==> src/rtl/counter_load_scheduler.sv <==
// counter_load_scheduler
// Shares one loadable up-counter between two requesters. A round-robin
// arbiter picks an owner in IDLE, the owner's start value is captured and
// loaded into the counter (LOAD). The job then runs until the counter
// reaches TERM (RUN), and a one-cycle done pulse is produced (DONE). If the
// owner withdraws during RUN, the job ends with an abort pulse instead.
module counter_load_scheduler #(
    parameter int               WIDTH = 4,
    parameter logic [WIDTH-1:0] TERM  = {WIDTH{1'b1}}
) (
    input  logic             clk,
    input  logic             rst,
    input  logic             req0,
    input  logic             req1,
    input  logic [WIDTH-1:0] din0,
    input  logic [WIDTH-1:0] din1,
    input  logic [WIDTH-1:0] cnt_dout,
    output logic             cnt_load,
    output logic [WIDTH-1:0] cnt_din,
    output logic             gnt0,
    output logic             gnt1,
    output logic             done0,
    output logic             done1,
    output logic             abort,
    output logic             busy
);

    typedef enum logic [1:0] {
        IDLE = 2'd0,
        LOAD = 2'd1,
        RUN  = 2'd2,
        DONE = 2'd3
    } state_t;

    state_t           state, state_nx;
    logic             owner, owner_nx;   // 0: requester 0, 1: requester 1
    logic             last, last_nx;     // last-served requester
    logic [WIDTH-1:0] cap, cap_nx;       // start value captured at grant
    logic             owner_req;
    logic             pick;

    // State register plus the owner, pointer and captured start value.
    // NOTE: sequential state uses non-blocking assignments so every register
    // samples pre-edge values, independent of statement order.
    always_ff @(posedge clk or posedge rst) begin
        if (rst) begin
            state <= IDLE;
            owner <= 1'b0;
            last  <= 1'b1;   // requester 0 wins the first tie
            cap   <= '0;
        end else begin
            state <= state_nx;
            owner <= owner_nx;
            last  <= last_nx;
            cap   <= cap_nx;
        end
    end

    assign owner_req = owner ? req1 : req0;

    // Next-state logic, arbitration and the per-state strobes.
    // NOTE: every signal driven here gets a default first, so no path can
    // leave one unassigned and infer a latch.
    always_comb begin
        state_nx = state;
        owner_nx = owner;
        last_nx  = last;
        cap_nx   = cap;
        pick     = 1'b0;
        cnt_load = 1'b0;
        done0    = 1'b0;
        done1    = 1'b0;
        abort    = 1'b0;

        case (state)
            IDLE: begin
                if (req0 || req1) begin
                    // On a tie the requester that was not served last wins.
                    pick     = (req0 && req1) ? ~last : req1;
                    owner_nx = pick;
                    cap_nx   = pick ? din1 : din0;
                    state_nx = LOAD;
                end
            end
            LOAD: begin
                // Requests are not checked here; a drop only counts in RUN.
                cnt_load = 1'b1;
                state_nx = RUN;
            end
            RUN: begin
                if (!owner_req) begin
                    abort    = 1'b1;
                    last_nx  = owner;
                    state_nx = IDLE;
                end else if (cnt_dout == TERM) begin
                    state_nx = DONE;
                end
            end
            DONE: begin
                done0    = ~owner;
                done1    = owner;
                last_nx  = owner;
                state_nx = IDLE;
            end
            default: state_nx = IDLE;
        endcase
    end

    assign busy    = (state != IDLE);
    assign gnt0    = busy && !owner;
    assign gnt1    = busy && owner;
    assign cnt_din = cap;

endmodule

==> config.mk <==
export PLATFORM = sky130hd
export DESIGN_NAME = counter_load_scheduler
export DESIGN_NICKNAME = d
export VERILOG_FILES = /design/src/rtl/counter_load_scheduler.sv
export SDC_FILE = /design/constraint.sdc
export NUM_CORES = 1
export LEC_CHECK = 0
export CORE_MARGIN = 2
export CORE_UTILIZATION = 35
export DETAILED_ROUTE_END_ITERATION = 7
export MAX_ROUTING_LAYER = met4
export PLACE_DENSITY = 0.84
export RECOVER_POWER = 50
export SLEW_MARGIN = 40
export SYNTH_ARGS = -nofsm -noshare
export SYNTH_HDL_FRONTEND = slang
export SYNTH_SLANG_ARGS = --single-unit
==> constraint.sdc <==
create_clock -name clk -period 1.1 [get_ports clk]
set_input_delay 0.165 -clock clk [delete_from_list [all_inputs] [get_ports clk]]
set_output_delay 0.165 -clock clk [all_outputs]
set_load 0.02 [all_outputs]
After elaboration in Yosys (flattened, before gate mapping)
Index checks and enable logic that the tools add are counted.
{"block": "totals", "regBits": 8, "in_bits": 16, "out_inout_bits": 11, "word_cells": 38}
{"block": "classes", "n_eq_ne": 7, "mux": 14, "n_bitwise": 2, "n_reduce_logical": 11}
{"op": "two-way mux 1 bit", "count": 8}
{"op": "one-hot mux 2 bit (4 select lines)", "count": 1}
{"op": "two-way mux 2 bit", "count": 3}
{"op": "AND reduction 2 bit", "count": 3}
{"op": "equality test 2 bit (second input constant)", "count": 2}
{"op": "equality test 4 bit (second input constant)", "count": 1}
{"op": "two-way mux 4 bit", "count": 1}
{"op": "inequality test 2 bit (second input constant)", "count": 2}
{"op": "nonzero test 2 bit", "count": 2}
{"op": "logical AND 1 bit", "count": 3}
{"op": "inequality test 3 bit (second input constant)", "count": 1}
{"op": "equality test 2 x 1 -> 1 bit (second input constant)", "count": 1}
{"op": "zero test 2 bit", "count": 1}
{"op": "NOT 1 bit", "count": 2}
{"op": "one-hot mux 1 bit (2 select lines)", "count": 1}
{"op": "zero test 1 bit", "count": 1}
{"op": "logical OR 1 bit", "count": 1}

Logic depth before layout (Yosys ltp)
{"block": "logic_depth", "ltp_word": 4, "ltp_mapped": 4, "ltp_nobuf": 3}

Least setup slack after synthesis
No wires, ideal clock.
{"block": "synth_path", "kind": "register to output", "from": "register state[1]", "to": "output gnt0", "arrival_ps": 982, "required_ps": 935, "slack_ps": -47, "path_stages_with_launch": 4, "n_path_buf": 1, "path_cell_list": "dfrtp_1 clkbuf_1 nor2_2 nor2_1"}
{"block": "synth_between", "elab_chain_len": 2}
{"item": "start: declaration", "line": "35", "source": "state_t state, state_nx;"}
{"item": "start signal: assignment", "line": "52", "source": "state <= state_nx;"}
{"item": "nonzero test 2 bit", "line": "109", "source": "assign busy = (state != IDLE);"}
{"item": "logical AND 1 bit", "line": "110", "source": "assign gnt0 = busy && !owner;"}
{"item": "end: declaration", "line": "20", "source": "output logic gnt0,"}
No other way between the ends.

Worst setup path in the final report
{"block": "layout_path", "from": "register owner", "to": "output abort"}
{"block": "layout_between", "elab_chain_len": 3}
{"item": "start: declaration", "line": "36", "source": "logic owner, owner_nx;"}
{"item": "start signal: assignment", "line": "53", "source": "owner <= owner_nx;"}
{"item": "two-way mux 1 bit", "line": "59", "source": "assign owner_req = owner ? req1 : req0;"}
{"item": "two-way mux 1 bit", "line": "91", "source": "if (!owner_req) begin"}
{"item": "two-way mux 1 bit", "line": "75", "source": "case (state)"}
{"item": "end: declaration", "line": "24", "source": "output logic abort,"}
No other way between the ends.

==> results.toml <==
[power]
p_leak_nw = 0.441
p_total_mw = 2.66
power.share.switching_pct = 41.8
pwr-share-seq_pct = 24.4
p_per_area_nw_per_um2 = 2780
combPwrFrac_pct = 66.4
p_int_mw = 1.55
worst_ir_drop_vdd_uv = 1620
power.switching_mw = 1.11
p_clk_share_pct = 9.2

[sta]
maxSlewHeadroom_pct = 79.3
drv_slew = 0
period_needed_ns = 1.35
setup_viol = 13
fmax_ghz = 0.738
grt_setup_unrepaired = "yes"
tightest_slew_ns = 0.310
fin_ws_ns = -0.255
fin_hold_ws_ns = 0.291
clock_skew_ns = 0.00505
hold_viol_final = 0
fin_crit_sh_pct = 123
setup_tns_ns = -1.59

[clock_tree]
htree_levels = 1
insertion_delay_ns = 0.25
clk_path_buf_depth = 2
tritoncts = "yes"
numCtsBuffers = 3
cts_num_sinks = 8
root_buffer = "clkbuf_4"
clk_pin_slew_ns = 0.06

[global_routing]
met2_usage_pct = 36.9
grt_pass1_vias = 498
use_met3_pct = 3.89
grt_first_pass_wirelength_mm = 2.30
grt_use_met1_pct = 27.1
grtUsageTotal_pct = 22.9
busiest_layer = "met2"
gr-total-overflow = 0
antenna_found_initial = 0
grt_max_degree = 9

[place]
place_congestion = 0.769
port_buffers = 26
dpl.cell_count = 100

[floorplanning]
start_util_pct = 36.4
dieArea_um2 = 1630
fp.dieW_um = 40.3
core_um2 = 1270
ios = 27
std_cell_rows = 13
die_y_um = 40.3

[outcome]
violations = "setup timing"
status = "complete, but fails checks"

[route]
drt_iter0_markers = 13
drc = 0
routed_wl_mm = 1.48
via_per_inst = 4.85
vias = 524
wl_per_cell_um = 13.7
route.antenna.remaining_nets = 0
dr.pass1.iters = 4

[finish]
nFillCells = 88
nets = 110
fin_cells = 108
seqCellArea_um2 = 204
syn_to_final_growth_pct = 107
multi_input_area_um2 = 310
num_antenna_cells = 0
drive_above_1_share_pct = 52.7
fin_util_pct = 75.4

[setup_path]
cp_slowest_stage_delay_ns = 0.38
cpMaxStageDelayCell = "dfrtp_1"
crit_buf_inv = 1
critPathKind = "reg2out"
crit_chain = "mux2i_1, and3b_1, buf_6"
critical_path.max_fanout = 3
critPathLaunchType = "flip-flop"
critPathTopFamily = "flip-flops"
crit_required_ns = 0.94
endpoint_kind = "output pin"
critPathArrivalTime_ns = 1.19

[synthesis]
synth_seq_cells = 8
synth_warnings = 0
synth_area_per_cell_um2 = 9.42
yosysUniqueCellTypes = 23
synth_cells = 49
yosysSeqAreaShare_pct = 43.6
syn_area_um2 = 462
synthesis.nets = 65

[job]
max_cap_violations = 0

[min_path]
hold_path.class = "in2async"
[logic make-up (layout without fill, tap and decap cells)]
family | count (synthesis) | in the layout | synth area share [%]
flops | 8 | 8 | 43.6
mux | 5 | 5 | 10.8
simple gates | 15 | 15 | 19.0
buf+inv | 6 | 50 | 5.15
compound gates | 15 | 15 | 21.4
[registers in the layout, summed over array words and instances, names as in the netlist]
name / count
cnt_din: 4
state: 2
last: 1
owner: 1
[power by group through the flow]
stage | Clock, mW | Sequential (mW) | Combinational (mW)
6_report | 0.244 | 0.651 | 1.77
5_1_grt | 0.282 | 0.668 | 1.86
4_1_cts | 0.246 | 0.618 | 1.62
3_5_place_dp | 0 | 0.605 | 1.38
3_3_place_gp | 0 | 0.603 | 1.36
2_1_floorplan | 0 | 0.625 | 0.630
[path summary, 6_finish.rpt]
| path | start | slack (ns) | depth (start not counted) | to |
|---|---|---|---|---|
| max reg2reg | state[0] | -0.11 | 5 | cnt_din[3] |
| max | owner | -0.25 | 3 | abort |
| min | rst | 0.29 | 2 | cnt_din[2] |
| min reg2reg | last | 0.53 | 1 | last |
| min in group clk | req0 | 0.51 | 5 | owner |
| max in group asynchronous | rst | 0.52 | 2 | last |
[cells in the final DEF (no fill, tap or decap), drive strengths merged, types with 2 or more instances in the layout]
cell,synthesis,routed
and3,2,2
nor2,5,5
inv,4,4
dfrtp,7,7
nand2b,2,2
clkdlybuf4s50,0,12
a21oi,9,9
mux2i,5,5
clkbuf,1,8
buf,1,23
o21ai,2,2
dlygate4sd2,0,2
[final cells by class]
class | count | area share, %
Clock buffer | 4 | 2.75
Inverter | 4 | 1.57
Multi-Input combinational cell | 35 | 32.4
Sequential cell | 8 | 21.3
Tap cell | 15 | 1.96
Timing Repair Buffer | 42 | 40.0
[synthesized netlist by cell type]
| library cell | number | area share, % |
|---|---|---|
| a21boi_4 | 1 | 4.1 |
| a21oi_1 | 9 | 9.8 |
| and3_1 | 2 | 2.7 |
| and3b_1 | 1 | 1.9 |
| buf_2 | 1 | 1.1 |
| clkbuf_1 | 1 | 0.81 |
| dfrtp_1 | 7 | 38 |
| dfstp_2 | 1 | 5.7 |
| inv_1 | 4 | 3.3 |
| mux2i_1 | 5 | 11 |
| nand2_1 | 1 | 0.81 |
| nand2b_1 | 2 | 2.7 |
| nand4_1 | 1 | 1.4 |
| nor2_1 | 4 | 3.3 |
| nor2_2 | 1 | 1.4 |
| nor2b_1 | 1 | 1.4 |
| nor3_2 | 1 | 2.2 |
| o21ai_0 | 1 | 1.1 |
| o21ai_1 | 1 | 1.1 |
| o21bai_1 | 1 | 1.6 |
| o22a_1 | 1 | 1.9 |
| o2bb2ai_1 | 1 | 1.9 |
| or2_1 | 1 | 1.4 |
[routing by layer]
layer,share of wire [%],up-vias,wire length [um]
li1,-,256,-
met1,42,249,629
met2,53,17,781
met3,3.4,2,51
met4,1.3,0,19
met5,0,-,0
[per-stage QoR]
| stage | area [um^2] | setup WS (ns) |
|---|---|---|
| after floorplan | 462 | -0.0468 |
| after global placement | 822 | -0.582 |
| after detailed placement | 822 | -0.613 |
| after CTS | 930 | -0.243 |
| after global routing | 957 | -0.355 |
| final | 957 | -0.255 |
[repair_timing]
action	CTS	global route
resized for setup	65	14
hold endpoints to repair	0	0
hold buffers	0	0
endpoints found under the setup margin	16	19
setup buffers	5	1
pin swaps	4	4
Power figures use the tool's default switching activity.
